### src/rtl/dff_bank_arbiter.sv
// dff_bank_arbiter
// Round-robin arbiter and sequencer for a shared WIDTH-bit register bank.
// Each rising edge at most one requester's data is loaded into the bank, and
// a registered one-hot grant is returned for the following cycle. q_bar is
// the combinational complement of the bank and has no register of its own.
//
// Build option: define DFF_ARB_LOCK_EN to compile in burst ownership (OWNED
// state). Without it, the lock port is accepted but ignored, owner_valid and
// owner_id are tied to zero, and every edge is pure round-robin.
module dff_bank_arbiter #(
    parameter int WIDTH = 4,
    parameter int NREQ  = 4,
    localparam int IDW  = (NREQ > 1) ? $clog2(NREQ) : 1
) (
    input  logic                    clk,
    input  logic                    reset,
    input  logic [NREQ-1:0]         req,
    input  logic [NREQ-1:0]         lock,
    input  logic [NREQ*WIDTH-1:0]   wdata,
    output logic [NREQ-1:0]         gnt,
    output logic [WIDTH-1:0]        q,
    output logic [WIDTH-1:0]        q_bar,
    output logic                    owner_valid,
    output logic [IDW-1:0]          owner_id
);

    // NREQ expressed at the width used for wrap-around arithmetic.
    localparam logic [IDW:0] NREQ_W = (IDW + 1)'(NREQ);

    // Bank contents, registered grant and round-robin priority pointer.
    logic [WIDTH-1:0] q_q,   q_d;
    logic [NREQ-1:0]  gnt_q, gnt_d;
    logic [IDW-1:0]   ptr_q, ptr_d;

    // Result of the round-robin search in the current cycle.
    logic             win_found;
    logic [IDW-1:0]   win_idx;

`ifdef DFF_ARB_LOCK_EN
    typedef enum logic {
        ST_IDLE  = 1'b0,
        ST_OWNED = 1'b1
    } state_t;

    state_t           state_q, state_d;
    logic [IDW-1:0]   owner_q, owner_d;
`endif

    // (base + off) modulo NREQ, for base < NREQ and off < NREQ.
    function automatic logic [IDW-1:0] wrap_add(input logic [IDW-1:0] base,
                                                input logic [IDW:0]   off);
        logic [IDW:0] sum;
        sum = {1'b0, base} + off;
        if (sum >= NREQ_W) begin
            sum = sum - NREQ_W;
        end
        return sum[IDW-1:0];
    endfunction

    // One-hot grant vector for requester idx.
    function automatic logic [NREQ-1:0] onehot(input logic [IDW-1:0] idx);
        return {{(NREQ-1){1'b0}}, 1'b1} << idx;
    endfunction

    // Write-data slice belonging to requester idx.
    function automatic logic [WIDTH-1:0] slot(input logic [NREQ*WIDTH-1:0] data,
                                              input logic [IDW-1:0]        idx);
        return data[int'(idx) * WIDTH +: WIDTH];
    endfunction

    // Find the first set req bit in the order ptr, ptr+1, ..., wrapping to ptr-1.
    always_comb begin
        win_found = 1'b0;
        win_idx   = '0;
        for (int k = 0; k < NREQ; k++) begin
            if (!win_found && req[wrap_add(ptr_q, (IDW + 1)'(k))]) begin
                win_found = 1'b1;
                win_idx   = wrap_add(ptr_q, (IDW + 1)'(k));
            end
        end
    end

`ifdef DFF_ARB_LOCK_EN
    // Next-state logic: owner-only writes while OWNED, round-robin otherwise.
    always_comb begin
        q_d     = q_q;
        gnt_d   = '0;
        ptr_d   = ptr_q;
        state_d = state_q;
        owner_d = owner_q;
        unique case (state_q)
            ST_OWNED: begin
                // Other requesters are ignored and ptr stays put during a burst.
                if (req[owner_q]) begin
                    q_d   = slot(wdata, owner_q);
                    gnt_d = onehot(owner_q);
                end
                // Dropping lock ends the burst; a write on this edge still lands.
                if (!lock[owner_q]) begin
                    state_d = ST_IDLE;
                end
            end
            default: begin
                if (win_found) begin
                    q_d   = slot(wdata, win_idx);
                    gnt_d = onehot(win_idx);
                    ptr_d = wrap_add(win_idx, (IDW + 1)'(1));
                    // lock is only looked at together with a grant.
                    if (lock[win_idx]) begin
                        state_d = ST_OWNED;
                        owner_d = win_idx;
                    end
                end
            end
        endcase
    end
`else
    // Next-state logic: pure round-robin on every edge.
    always_comb begin
        q_d   = q_q;
        gnt_d = '0;
        ptr_d = ptr_q;
        if (win_found) begin
            q_d   = slot(wdata, win_idx);
            gnt_d = onehot(win_idx);
            ptr_d = wrap_add(win_idx, (IDW + 1)'(1));
        end
    end
`endif

    // State registers; reset clears everything at once, including a burst.
    always_ff @(posedge clk or negedge reset) begin
        if (!reset) begin
            q_q     <= '0;
            gnt_q   <= '0;
            ptr_q   <= '0;
`ifdef DFF_ARB_LOCK_EN
            state_q <= ST_IDLE;
            owner_q <= '0;
`endif
        end else begin
            q_q     <= q_d;
            gnt_q   <= gnt_d;
            ptr_q   <= ptr_d;
`ifdef DFF_ARB_LOCK_EN
            state_q <= state_d;
            owner_q <= owner_d;
`endif
        end
    end

    assign q     = q_q;
    assign q_bar = ~q_q;
    assign gnt   = gnt_q;

`ifdef DFF_ARB_LOCK_EN
    assign owner_valid = (state_q == ST_OWNED);
    assign owner_id    = owner_q;
`else
    // lock has no effect in this build; fold it into a deliberately unused net.
    logic lock_unused;
    assign lock_unused = ^lock;
    assign owner_valid = 1'b0;
    assign owner_id    = '0;
`endif

endmodule

### config.mk
export PLATFORM = sky130hd
export DESIGN_NAME = dff_bank_arbiter
export DESIGN_NICKNAME = d
export VERILOG_FILES = /design/src/rtl/dff_bank_arbiter.sv
export SDC_FILE = /design/constraint.sdc
export NUM_CORES = 1
export LEC_CHECK = 0
export BUFFER_PORTS_ARGS = -buffer_cell sky130_fd_sc_hd__buf_2
export CAP_MARGIN = 40
export CELL_PAD_IN_SITES_DETAIL_PLACEMENT = 0
export CELL_PAD_IN_SITES_GLOBAL_PLACEMENT = 1
export CORE_MARGIN = 4
export CORE_UTILIZATION = 28
export DETAILED_ROUTE_END_ITERATION = 12
export PLACE_DENSITY = 0.85
export REMOVE_ABC_BUFFERS = 1
export SLEW_MARGIN = 0
export SYNTH_ARGS = -nofsm -noshare
export SYNTH_HDL_FRONTEND = slang
export SYNTH_SLANG_ARGS = --single-unit
export TNS_END_PERCENT = 10
### constraint.sdc
create_clock -name clk -period 2.2 [get_ports clk]
set_clock_uncertainty 0.1 [all_clocks]
set_input_delay 0.11 -clock clk [delete_from_list [all_inputs] [get_ports clk]]
set_output_delay 0.11 -clock clk [all_outputs]
set_load 0.005 [all_outputs]
* Word level (Yosys, flattened, before mapping)
Index checks and enable logic that the tools add are counted.
Storage, ports and cells: register bits 10, output and inout port bits 15, word-level logic and storage cells 52
Operators by class: $add $sub $neg 9, magnitude comparators 9, shifts and indexed selects 2, multiplexer cells 22, bitwise gates (word level) 1, reduce and logical (&&, ||, !) cells 6
Operator list (count):
- 2-bit two-way mux | 9
- 16-bit by 5-bit variable part select with 4-bit output | 1
- 3-bit greater-or-equal comparator, second input constant | 4
- 2-bit by 3-bit < comparator with 1-bit output, second input constant | 4
- 2-bit by 1-bit subtractor with 2-bit output, second input constant | 5
- 1-bit binary-select mux with 2-bit select | 4
- 1-bit two-way mux | 8
- 2-bit by 1-bit adder with 3-bit output, second input constant | 2
- 2-bit by 2-bit adder with 3-bit output, second input constant | 2
- 4-bit two-way mux | 1
- 4-bit inverter | 1
- 1-bit by 2-bit << shifter with 4-bit output, first input constant | 1
- 2-bit by 3-bit greater-or-equal comparator with 1-bit output, second input constant | 1
- 1-bit logical AND | 3
- 1-bit zero test | 3

* Longest topological paths before layout
Gate-level depths: netlist of run 1.
word-level depth 17, depth in mapped cells 6

* Worst setup path after synthesis of run 1
No wires, ideal clock.
path type flip-flop to flip-flop, start register ptr_q[1], end register ptr_q[1], library setup time 0.131 ns, arrival 1.541 ns, data required time 1.969 ns, setup slack 0.428 ns, cell stages (with the launch flop) 7, buffers on the path 1, period minus slack after synthesis 1.772 ns, path through dfrtp_1 -> nand2b_4 -> a32oi_2 -> and2_4 -> buf_12 -> nor2_4 -> or3_1
On the way: cells in the longest elaborated chain, start to end 17, elaborated cells on any way between the ends 41, those cells by class 9 x add/sub; 5 x order compare; 21 x mux; 6 x reduce/logical
RTL lines:
- from (decl) | RTL line 33 | logic [IDW-1:0] ptr_q, ptr_d;
- from (signal assigned) | RTL line 144 | ptr_q <= ptr_d;
- parallel branches: the longest is 17 deep, another holds 2-bit by 1-bit adder with 3-bit output
Several ways; the timed one is not identified. The select of a mux whose other input is x is not followed. A chain may end at the register's enable or synchronous reset.

* Worst setup path in the final report of run 1
Same ends and word-level chain as after synthesis.

==> results of run 1 <==
area by class of cell:
class	instances	area share, %
tap	28	4.03
inverter	7	3.03
sequential	10	28.8
clock buffer	4	4.18
timing repair buffer	35	21.0
multi-input combinational	51	38.9
state kept, by name, indices dropped and copies added (netlist names):
register  count
q             4
gnt           4
ptr_q         2
synthesized netlist by cell type, drive strengths merged:
| master | number | area [um2] |
|---|---|---|
| nor3 | 1 | 5.00 |
| buf | 4 | 42.5 |
| and2b | 1 | 7.51 |
| a21boi | 4 | 30.0 |
| nand2b | 1 | 13.8 |
| dfrtp | 10 | 250 |
| o221a | 1 | 11.3 |
| or3 | 1 | 6.26 |
| a21oi | 2 | 10.0 |
| and3 | 1 | 6.26 |
| inv | 7 | 26.3 |
| o21bai | 1 | 11.3 |
| nor2b | 2 | 12.5 |
| o21ai | 3 | 15.0 |
| conb | 1 | 3.75 |
| mux2i | 4 | 40.0 |
| o22ai | 2 | 12.5 |
| and2 | 1 | 8.76 |
| a211oi | 8 | 60.1 |
| nand2 | 3 | 11.3 |
| a32oi | 1 | 16.3 |
| nor2 | 11 | 48.8 |
through the flow:
step                setup slack (ns)  power (mW)  hold slack, ns  std cells
floorplan                      0.466       0.605          -0.286         68
global placement               0.363       0.788          -0.128        130
detailed placement             0.347       0.799          -0.124        130
CTS                            0.339       0.961          0.0356        135
global route                   0.239        1.03          0.0526        135
finish                         0.342       0.946          0.0502        135
final timing paths:
kind	to	cells after the start	from	slack (ns)
worst min-delay path	gnt[3]	2	req[3]	0.05
max in group asynchronous	q[1]	2	reset	1.69
worst max register to register	ptr_q[1]	5	ptr_q[1]	0.34
worst max-delay path	ptr_q[1]	5	ptr_q[1]	0.34
min in group asynchronous	ptr_q[1]	2	reset	0.13
worst min register to register	q[1]	2	q[1]	0.49
cell families (layout without fill, tap and decap cells):
logic type | Yosys count | count (layout)
buf+inv | 11 | 46
simple gates | 22 | 22
compound gates | 22 | 22
flops | 10 | 10
other cells | 1 | 3
mux | 4 | 4
worst max-delay path, cell delays in order, from the launching register on:
cell	delay (ns)
dfrtp_1	0.46
nand2b_4	0.19
a32oi_2	0.29
and2_4	0.29
nor2_4	0.05
or3_1	0.36
power breakdown:
group	internal, mW	total (mW)	switching (mW)
Clock	0.100	0.158	0.0579
Combinational	0.229	0.455	0.226
Sequential	0.264	0.333	0.0690
per-layer routing:
metal,GRT usage [%],up-vias,wire [um]
li1,-,314,-
met1,12.1,268,627
met2,15.7,30,650
met3,1.62,2,129
met4,7.12,0,25
met5,0,-,0
==> impl_metrics.env, run 1 <==
export IMPL_min_period_ns=1.86
export IMPL_layout_commonest_cell="buf_2"
export IMPL_cts_root_buffer_cell="clkbuf_4"
export IMPL_fin_nets=134
export IMPL_routed_wl_um=1430
export IMPL_p_per_area_nw_per_um2=1090
export IMPL_grt_pass1_wl_um=2460
export IMPL_cts_setup_buffers=0
export IMPL_end_kind="flip-flop"
export IMPL_synth_distinct_cells=24
export IMPL_clock_latency_ns=0.26
export IMPL_cts_max_path_buffers=2
export IMPL_grt_overflow=0
export IMPL_cts_clk_slew_worst_paths_ns=0.06
export IMPL_grt_pass1_vias=597
export IMPL_multi_input_area_um2=338
export IMPL_critPathLaunchType="flip-flop"
export IMPL_gp_congestion=0.712
export IMPL_dieArea_um2=3150
export IMPL_cts_tree="yes"
export IMPL_die_h_um=56.2
export IMPL_final_core_util_pct=39.3
export IMPL_dp_hpwl_um=1280
export IMPL_synth_top_family_by_area="compound AO/OA/AOI/OAI gates"
export IMPL_drive_gt1_share_pct=41.1
export IMPL_syn_inst=70
export IMPL_holdBufCountCts=1
export IMPL_setup_tns_final_ns=0
export IMPL_numCtsBuffers=3
export IMPL_vdd_drop_max_uv=398
export IMPL_fmax_mhz=538
export IMPL_vias=614
export IMPL_wl_per_cell_um=10.6
export IMPL_ctsResizeCount=0
export IMPL_synth_avg_cell_area_um2=9.28
export IMPL_start_util_pct=29.4
export IMPL_die_w_um=56.2
export IMPL_setup_violations=0
export IMPL_ys_seq_area_share_pct=38.5
export IMPL_avgViaCountPerCell=4.55
export IMPL_synth_mux_area_share_pct=6.17
export IMPL_antenna_found_initial=0
export IMPL_drtPass1Iterations=4
export IMPL_grt_start_max_net_pins=11
export IMPL_synth_compound_area_share_pct=25.6
export IMPL_syn_cell_area_um2=649
export IMPL_portBuffers=33
export IMPL_design_area_um2=868
export IMPL_hp_class="input port to flip-flop"
export IMPL_final_cell_mix="buf_2, nor2_1, dfrtp_1"
export IMPL_regArea_um2=250
export IMPL_drt_initial_drc_count=12
export IMPL_finalHoldViolCount=0
export IMPL_worst_ep_required_time_ns=2.24
export IMPL_fp_row_count=17
export IMPL_crit_arrival_ns=1.90
export IMPL_rsz0062_at_grt="no"
export IMPL_total_leakage_power_nw=0.454
export IMPL_outcome="completed"
export IMPL_syn2layout_area_growth_pct=33.7
export IMPL_synthAdderAreaFrac_pct=0
export IMPL_yosys_area_share_simple_pct=18.5
export IMPL_n_antenna_cell=0
export IMPL_path_class="flip-flop to flip-flop"
export IMPL_yosys_area_share_xor_xnor_pct=0
export IMPL_htreeDepth=1
export IMPL_cts_sinks=10
export IMPL_place_area_um2=822
export IMPL_synth_seq_cells=10
export IMPL_drc_errors=0
export IMPL_yosysWarnings=0
export IMPL_fin_crit_sh_pct=84.5
export IMPL_cp_max_fo=10
export IMPL_slew_viol_final=0
export IMPL_fillers=235
export IMPL_core_um2=2210
export IMPL_ant_nets=0
export IMPL_grt_total_usage_pct=9.94
export IMPL_boundaryPins=41
export IMPL_maxCapViolCount=0
No activity file was read; power rests on OpenSTA's default activity.
==> run 2, diff against run 1 <==
clock period = 1.9 ns   (was 2.2 ns; I/O delays follow)
==> run 2 against run 1 <==
Net effect:
- die area stayed put
- critical endpoint unchanged
- sequential cell count unchanged
- clock power up 18%
- sequential power increased by 17%
- register-to-register slack lost 0.20 ns
- core utilization up 0.40 points
- maximum frequency up 5.5%
- count of clock-buffer cells in the layout stayed put
- power increased by 19%
- routed wire length increased by 9.4%
- highest routed layer unchanged
- non-clock buffer count rose by 1
==> impl_metrics.env, run 2 (synthesis gave the netlist of run 1 again) <==
export IMPL_avgViaCountPerCell=4.43
export IMPL_routed_wl_um=1570
export IMPL_layout_commonest_cell="buf_2"
export IMPL_setup_tns_final_ns=0
export IMPL_p_per_area_nw_per_um2=1280
export IMPL_path_class="flip-flop to flip-flop"
export IMPL_drtPass1Iterations=3
export IMPL_start_util_pct=29.4
export IMPL_r2r_start="ptr_q[1]"
export IMPL_htreeDepth=1
export IMPL_cp_max_fo=10
export IMPL_die_h_um=56.2
export IMPL_core_um2=2210
export IMPL_grt_pass1_vias=586
export IMPL_final_core_util_pct=39.6
export IMPL_grt_total_usage_pct=10.0
export IMPL_die_w_um=56.2
export IMPL_cp_num_buf_inv=0
export IMPL_antenna_found_initial=0
export IMPL_fin_nets=135
export IMPL_drive_gt1_share_pct=42.6
export IMPL_worst_slack_ns=0.139
export IMPL_outcome="completed"
export IMPL_hp_start="req[1]"
export IMPL_n_antenna_cell=0
export IMPL_final_cell_mix="buf_2, nor2_1, dfrtp_1"
export IMPL_vdd_drop_max_uv=486
export IMPL_path_delay_family="simple AND/OR/NAND/NOR gates"
export IMPL_min_period_ns=1.76
export IMPL_grt_overflow=0
export IMPL_clock_latency_ns=0.26
export IMPL_critPathLaunchType="flip-flop"
export IMPL_critical_path_startpoint="ptr_q[1]"
export IMPL_portBuffers=33
export IMPL_dp_hpwl_um=1340
export IMPL_cts_setup_buffers=0
export IMPL_vias=602
export IMPL_numCtsBuffers=3
export IMPL_cts_sinks=10
export IMPL_crit_arrival_ns=1.80
export IMPL_power_mw=1.12
export IMPL_hp_class="input port to flip-flop"
export IMPL_cts_root_buffer_cell="clkbuf_4"
export IMPL_syn2layout_area_growth_pct=35.1
export IMPL_setup_violations=0
export IMPL_grt_start_max_net_pins=11
export IMPL_finalHoldViolCount=0
export IMPL_worst_ep_required_time_ns=1.94
export IMPL_gp_congestion=0.791
export IMPL_placedCellCount=131
export IMPL_rsz0062_at_grt="no"
export IMPL_place_ws_ns=0.0992
export IMPL_fin_crit_sh_pct=92.7
export IMPL_drc_errors=0
export IMPL_boundaryPins=41
export IMPL_cts_clk_slew_worst_paths_ns=0.07
export IMPL_fillers=229
export IMPL_drt_initial_drc_count=8
export IMPL_end_kind="flip-flop"
export IMPL_dieArea_um2=3150
export IMPL_crit_slowest_cell="dfrtp_2"
export IMPL_slew_viol_final=0
export IMPL_wl_per_cell_um=11.5
export IMPL_fp_row_count=17
export IMPL_path_cells="nand2b_4 > a32oi_2 > and2_4 > nor2_4 > or3_1"
export IMPL_ant_nets=0
export IMPL_grt_pass1_wl_um=2520
export IMPL_total_leakage_power_nw=0.458
export IMPL_cts_max_path_buffers=2
export IMPL_cpPeakStageDelay_ns=0.45
export IMPL_fmax_mhz=568
export IMPL_cts_tree="yes"
export IMPL_final_cells=136
export IMPL_maxCapViolCount=0
-- run 2: changes by cell type in the layout (fill, tap and decap cells not counted) --
cell / previous run / this run
buf_4: 1 / 2
dfrtp_1: 10 / 9
dfrtp_2: 0 / 1
-- run 2: stage by stage --
stage	instance area, um2	hold slack [ns]
2_1_floorplan	614	-0.301
3_3_place_gp	830	-0.143
3_5_place_dp	830	-0.138
4_1_cts	876	0.0164
5_1_grt	877	0.0373
6_report	877	0.0253
-- run 2: what timing repair did --
item / CTS / global route
endpoints found under the hold margin: 10 / 0
setup endpoints to repair: 0 / 1
resized for setup: 0 / 1
hold buffers: 1 / 0
-- run 2: final timing paths --
| check | slack [ns] | to | cells past startpoint |
|---|---|---|---|
| hold / removal | 0.03 | ptr_q[0] | 2 |
| max in group asynchronous | 1.38 | ptr_q[1] | 2 |
| min in group asynchronous | 0.12 | ptr_q[0] | 2 |
| setup / recovery | 0.14 | ptr_q[1] | 5 |
| hold reg to reg | 0.49 | q[2] | 2 |
| setup reg to reg | 0.14 | ptr_q[1] | 5 |
-- run 2: cell type report --
cell class	count	area, um2	area share (%)
inverter	7	26.3	3.00
multi-input combinational	51	338	38.5
clock buffer	4	36.3	4.14
tap	28	35.0	3.99
sequential	10	251	28.7
timing repair buffer	36	190	21.7
-- run 2: routing by layer --
metal	part of all wire (%)	GRT usage [%]	routed length [um]
met4	1.6	5.08	25
met1	44	12.6	691
met2	47	15.9	742
met5	0	0	0
met3	6.8	2.32	107
-- run 2: power breakdown --
| part | switching (mW) | total, mW | internal (mW) | leakage (nW) |
|---|---|---|---|---|
| sequential | 0.0806 | 0.389 | 0.308 | 0.120 |
| clock | 0.0695 | 0.186 | 0.116 | 0.0210 |
| combinational | 0.271 | 0.549 | 0.278 | 0.317 |
| total | 0.421 | 1.12 | 0.702 | 0.458 |
